File: src/rtl/serial_sub_pkg.sv
// serial_sub_pkg: state encoding and counter sizing shared by the serial subtractor
package serial_sub_pkg;
    localparam logic [1:0] S_IDLE = 2'd0, S_RUN = 2'd1, S_DONE = 2'd2;
    typedef enum logic [1:0] {IDLE = S_IDLE, RUN = S_RUN, DONE = S_DONE} state_t;
    function automatic int cnt_width(input int w);
        return (w < 2) ? 1 : $clog2(w);
    endfunction
endpackage

File: src/rtl/serial_subtract_ctrl_if.sv
// serial_subtract_ctrl_if: start/busy/done handshake plus operands and result
interface serial_subtract_ctrl_if #(parameter int WIDTH = 8);
    logic             start;
    logic [WIDTH-1:0] a;
    logic [WIDTH-1:0] b;
    logic             busy;
    logic             done;
    logic [WIDTH-1:0] diff;
    logic             borrow_out;
    modport master (output start, a, b, input busy, done, diff, borrow_out);
    modport slave (input start, a, b, output busy, done, diff, borrow_out);
endinterface

File: src/rtl/sub_bit_cell.sv
// sub_bit_cell: 1-bit full subtractor from two half-subtract stages
module sub_bit_cell (
    input  logic x,
    input  logic y,
    input  logic bin,
    output logic d,
    output logic bout
);
    logic d1, b1, b2;
    assign d1   = x ^ y;
    assign b1   = ~x & y;
    assign d    = d1 ^ bin;
    assign b2   = ~d1 & bin;
    assign bout = b1 | b2;
endmodule

File: src/rtl/serial_subtract_ctrl.sv
// serial_subtract_ctrl: bit-serial a-b, one bit per clock LSB first, start/busy/done handshake
module serial_subtract_ctrl
    import serial_sub_pkg::*;
#(
    parameter int WIDTH = 8
) (
    input logic                  clk,
    input logic                  rst_n,
    serial_subtract_ctrl_if.slave bus
);
    localparam int CW = cnt_width(WIDTH);
    state_t           state;
    logic [WIDTH-1:0] sa, sb, res;
    logic [CW-1:0]    cnt;
    logic             brw, d, bout;
    sub_bit_cell u_cell (.x(sa[0]), .y(sb[0]), .bin(brw), .d(d), .bout(bout));
    always_ff @(posedge clk) begin
        if (!rst_n) begin
            state          <= IDLE;
            sa             <= '0;
            sb             <= '0;
            res            <= '0;
            cnt            <= '0;
            brw            <= 1'b0;
            bus.busy       <= 1'b0;
            bus.done       <= 1'b0;
            bus.diff       <= '0;
            bus.borrow_out <= 1'b0;
        end else begin
            bus.done <= 1'b0;
            case (state)
                IDLE: begin
                    cnt <= '0;
                    if (bus.start) begin
                        sa       <= bus.a;
                        sb       <= bus.b;
                        res      <= '0;
                        brw      <= 1'b0;
                        bus.busy <= 1'b1;
                        state    <= RUN;
                    end
                end
                RUN: begin
                    sa  <= sa >> 1;
                    sb  <= sb >> 1;
                    res <= {d, res[WIDTH-1:1]};
                    brw <= bout;
                    cnt <= cnt + CW'(1);
                    // final bit: publish the result so it is valid alongside done
                    if (cnt == CW'(WIDTH - 1)) begin
                        cnt            <= '0;
                        bus.done       <= 1'b1;
                        bus.diff       <= {d, res[WIDTH-1:1]};
                        bus.borrow_out <= bout;
                        state          <= DONE;
                    end
                end
                DONE: begin
                    bus.busy <= 1'b0;
                    state    <= IDLE;
                end
                default: state <= IDLE;
            endcase
        end
    end
endmodule

File: src/flat_wrapper.sv
// flat-port wrapper written by rule: the top's interface ports become plain ports
module serial_subtract_ctrl_flat import serial_sub_pkg::*;
#(
    parameter int WIDTH = 8
)
  (clk, rst_n, bus_start, bus_a, bus_b, bus_busy, bus_done, bus_diff, bus_borrow_out);
  serial_subtract_ctrl_if #(.WIDTH(WIDTH)) bus_i ();
  input logic clk;
  input logic rst_n;
  input wire logic [$bits(bus_i.start)-1:0] bus_start;
  input wire logic [$bits(bus_i.a)-1:0] bus_a;
  input wire logic [$bits(bus_i.b)-1:0] bus_b;
  output wire logic [$bits(bus_i.busy)-1:0] bus_busy;
  output wire logic [$bits(bus_i.done)-1:0] bus_done;
  output wire logic [$bits(bus_i.diff)-1:0] bus_diff;
  output wire logic [$bits(bus_i.borrow_out)-1:0] bus_borrow_out;
  assign bus_i.start = bus_start;
  assign bus_i.a = bus_a;
  assign bus_i.b = bus_b;
  assign bus_busy = bus_i.busy;
  assign bus_done = bus_i.done;
  assign bus_diff = bus_i.diff;
  assign bus_borrow_out = bus_i.borrow_out;
  serial_subtract_ctrl #(.WIDTH(WIDTH)) u_core (.clk(clk), .rst_n(rst_n), .bus(bus_i));
endmodule
File: config.mk
export PLATFORM = sky130hd
export DESIGN_NAME = serial_subtract_ctrl_flat
export DESIGN_NICKNAME = d
export VERILOG_FILES = /design/src/rtl/serial_sub_pkg.sv /design/src/rtl/serial_subtract_ctrl_if.sv /design/src/rtl/sub_bit_cell.sv /design/src/rtl/serial_subtract_ctrl.sv /design/src/flat_wrapper.sv
export SDC_FILE = /design/constraint.sdc
export NUM_CORES = 1
export LEC_CHECK = 0
export CORE_MARGIN = 2
export CORE_UTILIZATION = 50
export CTS_CLUSTER_DIAMETER = 150
export DETAILED_ROUTE_END_ITERATION = 10
export MAX_ROUTING_LAYER = met4
export PLACE_DENSITY = 0.77
export SYNTH_ARGS = -nofsm -noshare
export SYNTH_HDL_FRONTEND = slang
export SYNTH_SLANG_ARGS = --single-unit
File: constraint.sdc
create_clock -name clk -period 1.56 [get_ports clk]
set_input_delay 0.156 -clock clk [delete_from_list [all_inputs] [get_ports clk]]
set_output_delay 0.156 -clock clk [all_outputs]
set_load 0.01 [all_outputs]
# Yosys cells after proc, flatten, opt, wreduce, memory -nomap -nowiden
# Cells that the tools add are included.
# totals
output_inout_bits	11
wordCells	47
input_bits	19
ff_bits	41
# classes
reduce_logical	8
n_eq_ne	5
n_bitwise	7
n_mux	16
addsub	1
# ops
operator	n
one-hot mux 8 bit (2 select lines)	3
two-way mux 8 bit	3
AND reduction 2 bit	5
one-hot mux 3 bit (2 select lines)	1
two-way mux 2 bit	2
one-hot mux 1 bit (2 select lines)	2
one-hot mux 2 bit (2 select lines)	1
nonzero test 2 bit	2
adder 3 x 1 -> 3 bit (second input constant)	1
== test 3 bit (second input constant)	1
two-way mux 1 bit	3
two-way mux 3 bit	1
bitwise AND 1 bit	2
== test 2 x 1 -> 1 bit (second input constant)	1
== test 2 bit (second input constant)	1
zero test 2 bit	1
inequality test 2 x 1 -> 1 bit (second input constant)	1
inequality test 2 bit (second input constant)	1
inverter 1 bit	2
XOR 1 bit	2
bitwise OR 1 bit	1

# Logic depth before layout (Yosys ltp)
# logic_depth
word_depth	5
mapped_depth	6
mapped_depth_nobuf	5

# Hierarchy
# From an unflattened synthesis, not the netlist that was laid out.
# unflattened
hier_cells	167
hier_area_um2	1651.6
# modules_own_cells
module	seq_area_each_um2	cells_per_inst	area_per_inst_um2	n_inst
serial_subtract_ctrl	800.8	163	1620.3	1
sub_bit_cell	0.0	4	31.3	1

# Worst setup path before layout
# OpenSTA, ideal clock, no wires.
# synth_path
kind	register to register
start	reg u_core.cnt[0]
end	reg u_core.cnt[1]
synth_period_minus_slack_ns	1.327
setup_time_ns	0.128
required_time_ns	1.432
path_slack_ns	0.233
stages_incl_launch_ff	7
arrival_time_ns	1.199
path_buffers	1
cell_sequence	dfxtp_1 ha_1 ha_1 clkbuf_1 inv_1 a32oi_1 nor2_1
# synth_between
elab_chain_len	3
word_cells_on_any_way	4
cone_classes	1 x add/sub; 1 x eq/ne; 2 x mux
# synth_lines
item	line	text
from (decl)	serial_subtract_ctrl.sv:14	logic [CW-1:0] cnt;
from (signal assigned)	serial_subtract_ctrl.sv:48	cnt <= cnt + CW'(1);
adder 3 x 1 -> 3 bit or == test 3 bit (tied branches)	serial_subtract_ctrl.sv:48, serial_subtract_ctrl.sv:50	
two-way mux 3 bit (*)	serial_subtract_ctrl.sv:50	if (cnt == CW'(WIDTH - 1)) begin
one-hot mux 3 bit (2 select lines) (*)	serial_subtract_ctrl.sv:31	case (state)
# Every way passes the cells marked *; elsewhere a longest branch is shown, timed or not.
# A chain may end at the register's enable or synchronous reset.

# Final worst setup path
# layout_path
start	reg u_core.state[0]
end	reg u_core.bus.borrow_out
# layout_between
elab_chain_len	2
# layout_lines
item	line	text
from (decl)	serial_subtract_ctrl.sv:12	state_t state;
from (signal assigned)	serial_subtract_ctrl.sv:19	state <= IDLE;
from (signal assigned)	serial_subtract_ctrl.sv:40	state <= RUN;
from (signal assigned)	serial_subtract_ctrl.sv:55	state <= DONE;
== test 2 x 1 -> 1 bit	serial_subtract_ctrl.sv:31	
AND reduction 2 bit (no line)	-	
to (signal assigned)	serial_subtract_ctrl.sv:54	bus.borrow_out <= bout;
to (decl)	serial_subtract_ctrl_if.sv:11	modport slave (input start, a, b, output busy, done, diff, borrow_out);
# No other way between the ends.

==> summary.txt <==
Avg Cell Area, Syn: 9.41 µm²
gr usage total: 19.1%
cell internal pwr: 1.59 mW
Final Setup Violations: 0
remaining antenna violation count: 0
hold depth: 3
antenna violations before repair: 0
Slew @ Worst Pin: 389 ps
status: complete, no violations
Yosys top cell area share: 49.8%
initial core utilization: 52.7%
Critical Path AT: 1690 ps
dominant cell type by area after synthesis: dfxtp_1
minimum clock period: 1420 ps
largest net degree at the start of global routing: 36
dpl cell area: 1980 µm²
Clock Power Share: 35.0%
TritonCTS clock tree: yes
vias in the first global route: 1,196
die extent in x: 60.7 µm
Leak: 0.764 nW
drt total wl: 3.07 mm
# port buffers: 29
Sw Ratio: 23.6%
via count: 1,325
grt total ovfl: 0
Critical Path End Type: flip-flop
Final Skew: 5.35 ps
Post-synth EDFFs: 0
Worst Hold End: u_core.sa[7]
Max Slew Vio Count: 0
Post-synth top cells: dfxtp_1, nor2_1, a21oi_1, a211oi_1, mux2i_1
Core Rows: 20
Comb power frac: 12.2%
count leader, synth: dfxtp_1
n_diodes: 0
setup TNS after final layout: 0 ps
critical path launch point type: flip-flop
first drt pass iteration count: 4
syn_nets: 194
post-CTS resize count: 0
design area: 2070 µm²
# hold bufs at CTS: 0
top_reg_cell synth: dfxtp_1
Pwr Density: 1010 nW/µm²
Vias per Instance: 5.34
die area: 3690 µm²
area delta synth->final: 28.6%
Worst-Skew Late Latency: 350 ps
Clock Pin Slew Worst Setup and Hold Paths: 120 ps
r2r worst-path depth: 4
RSZ-0062 raised after global routing: no
io pins: 30
layout cell share with drive strength beyond 1: 9.31%
Hold Crit Class: in2reg
Placer Congestion: 0.752
Clk Tree Root Cell: clkbuf_4
CTS Buffer Depth: 2
Fin. Hold Viols: 0
crit-path max FO: 17
Slew HR: 74.0%
Switch Pwr: 0.492 mW
first-pass GRT wire length: 5.02 mm
Mapped Area: 1610 µm²
R2R Setup Slk: 140 ps
max-capacitance violation count: 0
register bit total from synthesis: 40
synth top area cells: dfxtp_1, nor2_1, mux2i_1
CTS Buf Count: 5
post-synthesis sequential area ratio: 49.8%
worst reg2reg endpoint: u_core.bus.borrow_out
htree depth: 2
First DRT Iteration DRCs: 49
clock sink count: 40
DRC: 0
Async SR Flop Fraction: 0%
final net count: 226
Syn. warnings: 0
synthesized instance count: 171
Worst Hold Slack: 395 ps
kind of critical path: reg2reg
crit share post-route: 90.8%
WL/cell: 12.4 µm
post-DP HPWL: 2.17 mm
Required @ worst endpoint: 1830 ps
core area: 3050 µm²
setup repair bufs after CTS: 0
Fmax: 0.706 GHz
Reg-to-Reg Start: u_core.state[0]
Die Ht: 60.7 µm
critical hold path startpoint: bus_a[7]
synth unique cells: 31
sequential share of power: 52.8%
Worst VDD drop: 0.644 mV
-- cell type report --
cell class | count | area, µm²
fillers | 271 | 983
flip-flops and latches | 40 | 801
multi-input cells | 114 | 721
repair buffers | 36 | 380
well taps | 44 | 55.1
clock buffers | 6 | 51.3
clock inverters | 2 | 38.8
inverters | 6 | 22.5
-- logic make-up (layout without fill, tap and decap cells) --
group                    after synthesis  in the layout  share of synthesized area [%]
flip-flops                            40             40                           49.8
adder cells (fa/ha/maj)                4              4                           3.58
multiplexers                          10             10                           6.22
AO/OA/AOI/OAI                         43             43                           19.1
buffers and inverters                 17             50                           5.44
AND/OR/NAND/NOR                       57             57                           15.9
-- routing by layer --
layer	routed length (µm)	up-vias	GRT usage [%]
li1	-	671	-
met1	1350	621	20.2
met2	1530	27	32.9
met3	147	6	6.40
met4	44	0	7.45
met5	0	-	-
-- worst max-delay path by stage --
| stage | startpoint | end | cells after the start |
|---|---|---|---|
| 5_1_grt | u_core.state[0] | u_core.bus.borrow_out | 4 |
| 6_report | u_core.state[0] | u_core.bus.borrow_out | 4 |
| 4_1_cts | u_core.bus.diff[3] | bus_diff[3] | 1 |
| 3_5_place_dp | bus_start | u_core.sb[6] | 4 |
| 2_1_floorplan | u_core.cnt[0] | u_core.cnt[1] | 6 |
| 3_3_place_gp | bus_start | u_core.sb[3] | 4 |
-- flip-flops by register name (all words and copies together) (netlist names) --
register	flops
u_core.state	2
u_core.sb	8
u_core.bus.borrow_out	1
u_core.res	7
u_core.bus.diff	8
u_core.bus.done	1
u_core.sa	8
u_core.brw	1
u_core.bus.busy	1
u_core.cnt	3
-- power groups by stage --
stage	Clock [mW]	Combinational, mW	Sequential, mW
after floorplan	0	0.162	1.11
after global placement	0	0.246	1.12
after detailed placement	0	0.256	1.12
after CTS	0.744	0.257	1.10
after global routing	0.783	0.280	1.11
final	0.728	0.255	1.10
-- metrics by stage --
stage / util [%] / setup slack [ps] / std cells / power, mW
detailed placement: 64.8 / 42.7 / 240 / 1.38
floorplan: - / 233 / 171 / 1.27
global placement: 64.8 / 85.3 / 240 / 1.36
CTS: 67.8 / 129 / 248 / 2.10
global route: 67.8 / 47.2 / 248 / 2.17
finish: 67.8 / 144 / 248 / 2.08
-- worst max-delay path: stages (launching register included) --
cell,delay [ps]
dfxtp_1,570
and2b_1,300
buf_12,170
a21oi_1,70
a311oi_1,240
-- cell usage in the layout, fill, tap and decap left out, types with 2 or more instances in the layout --
master           synthesis  routed
dfxtp_1                 40      40
nor2_1                  32      32
clkdlybuf4s50_1          0      29
a21oi_1                 12      12
mux2i_1                 10      10
a211oi_1                10      10
a22oi_1                  9       9
nand3_1                  8       8
nand2_1                  8       8
inv_1                    5       5
clkbuf_4                 0       5
o221ai_1                 4       4
buf_4                    1       4
ha_1                     3       3
buf_12                   0       3
nand4b_1                 2       2
o21ai_0                  2       2
nor3_1                   2       2
No activity file was read; power rests on OpenSTA's default activity.
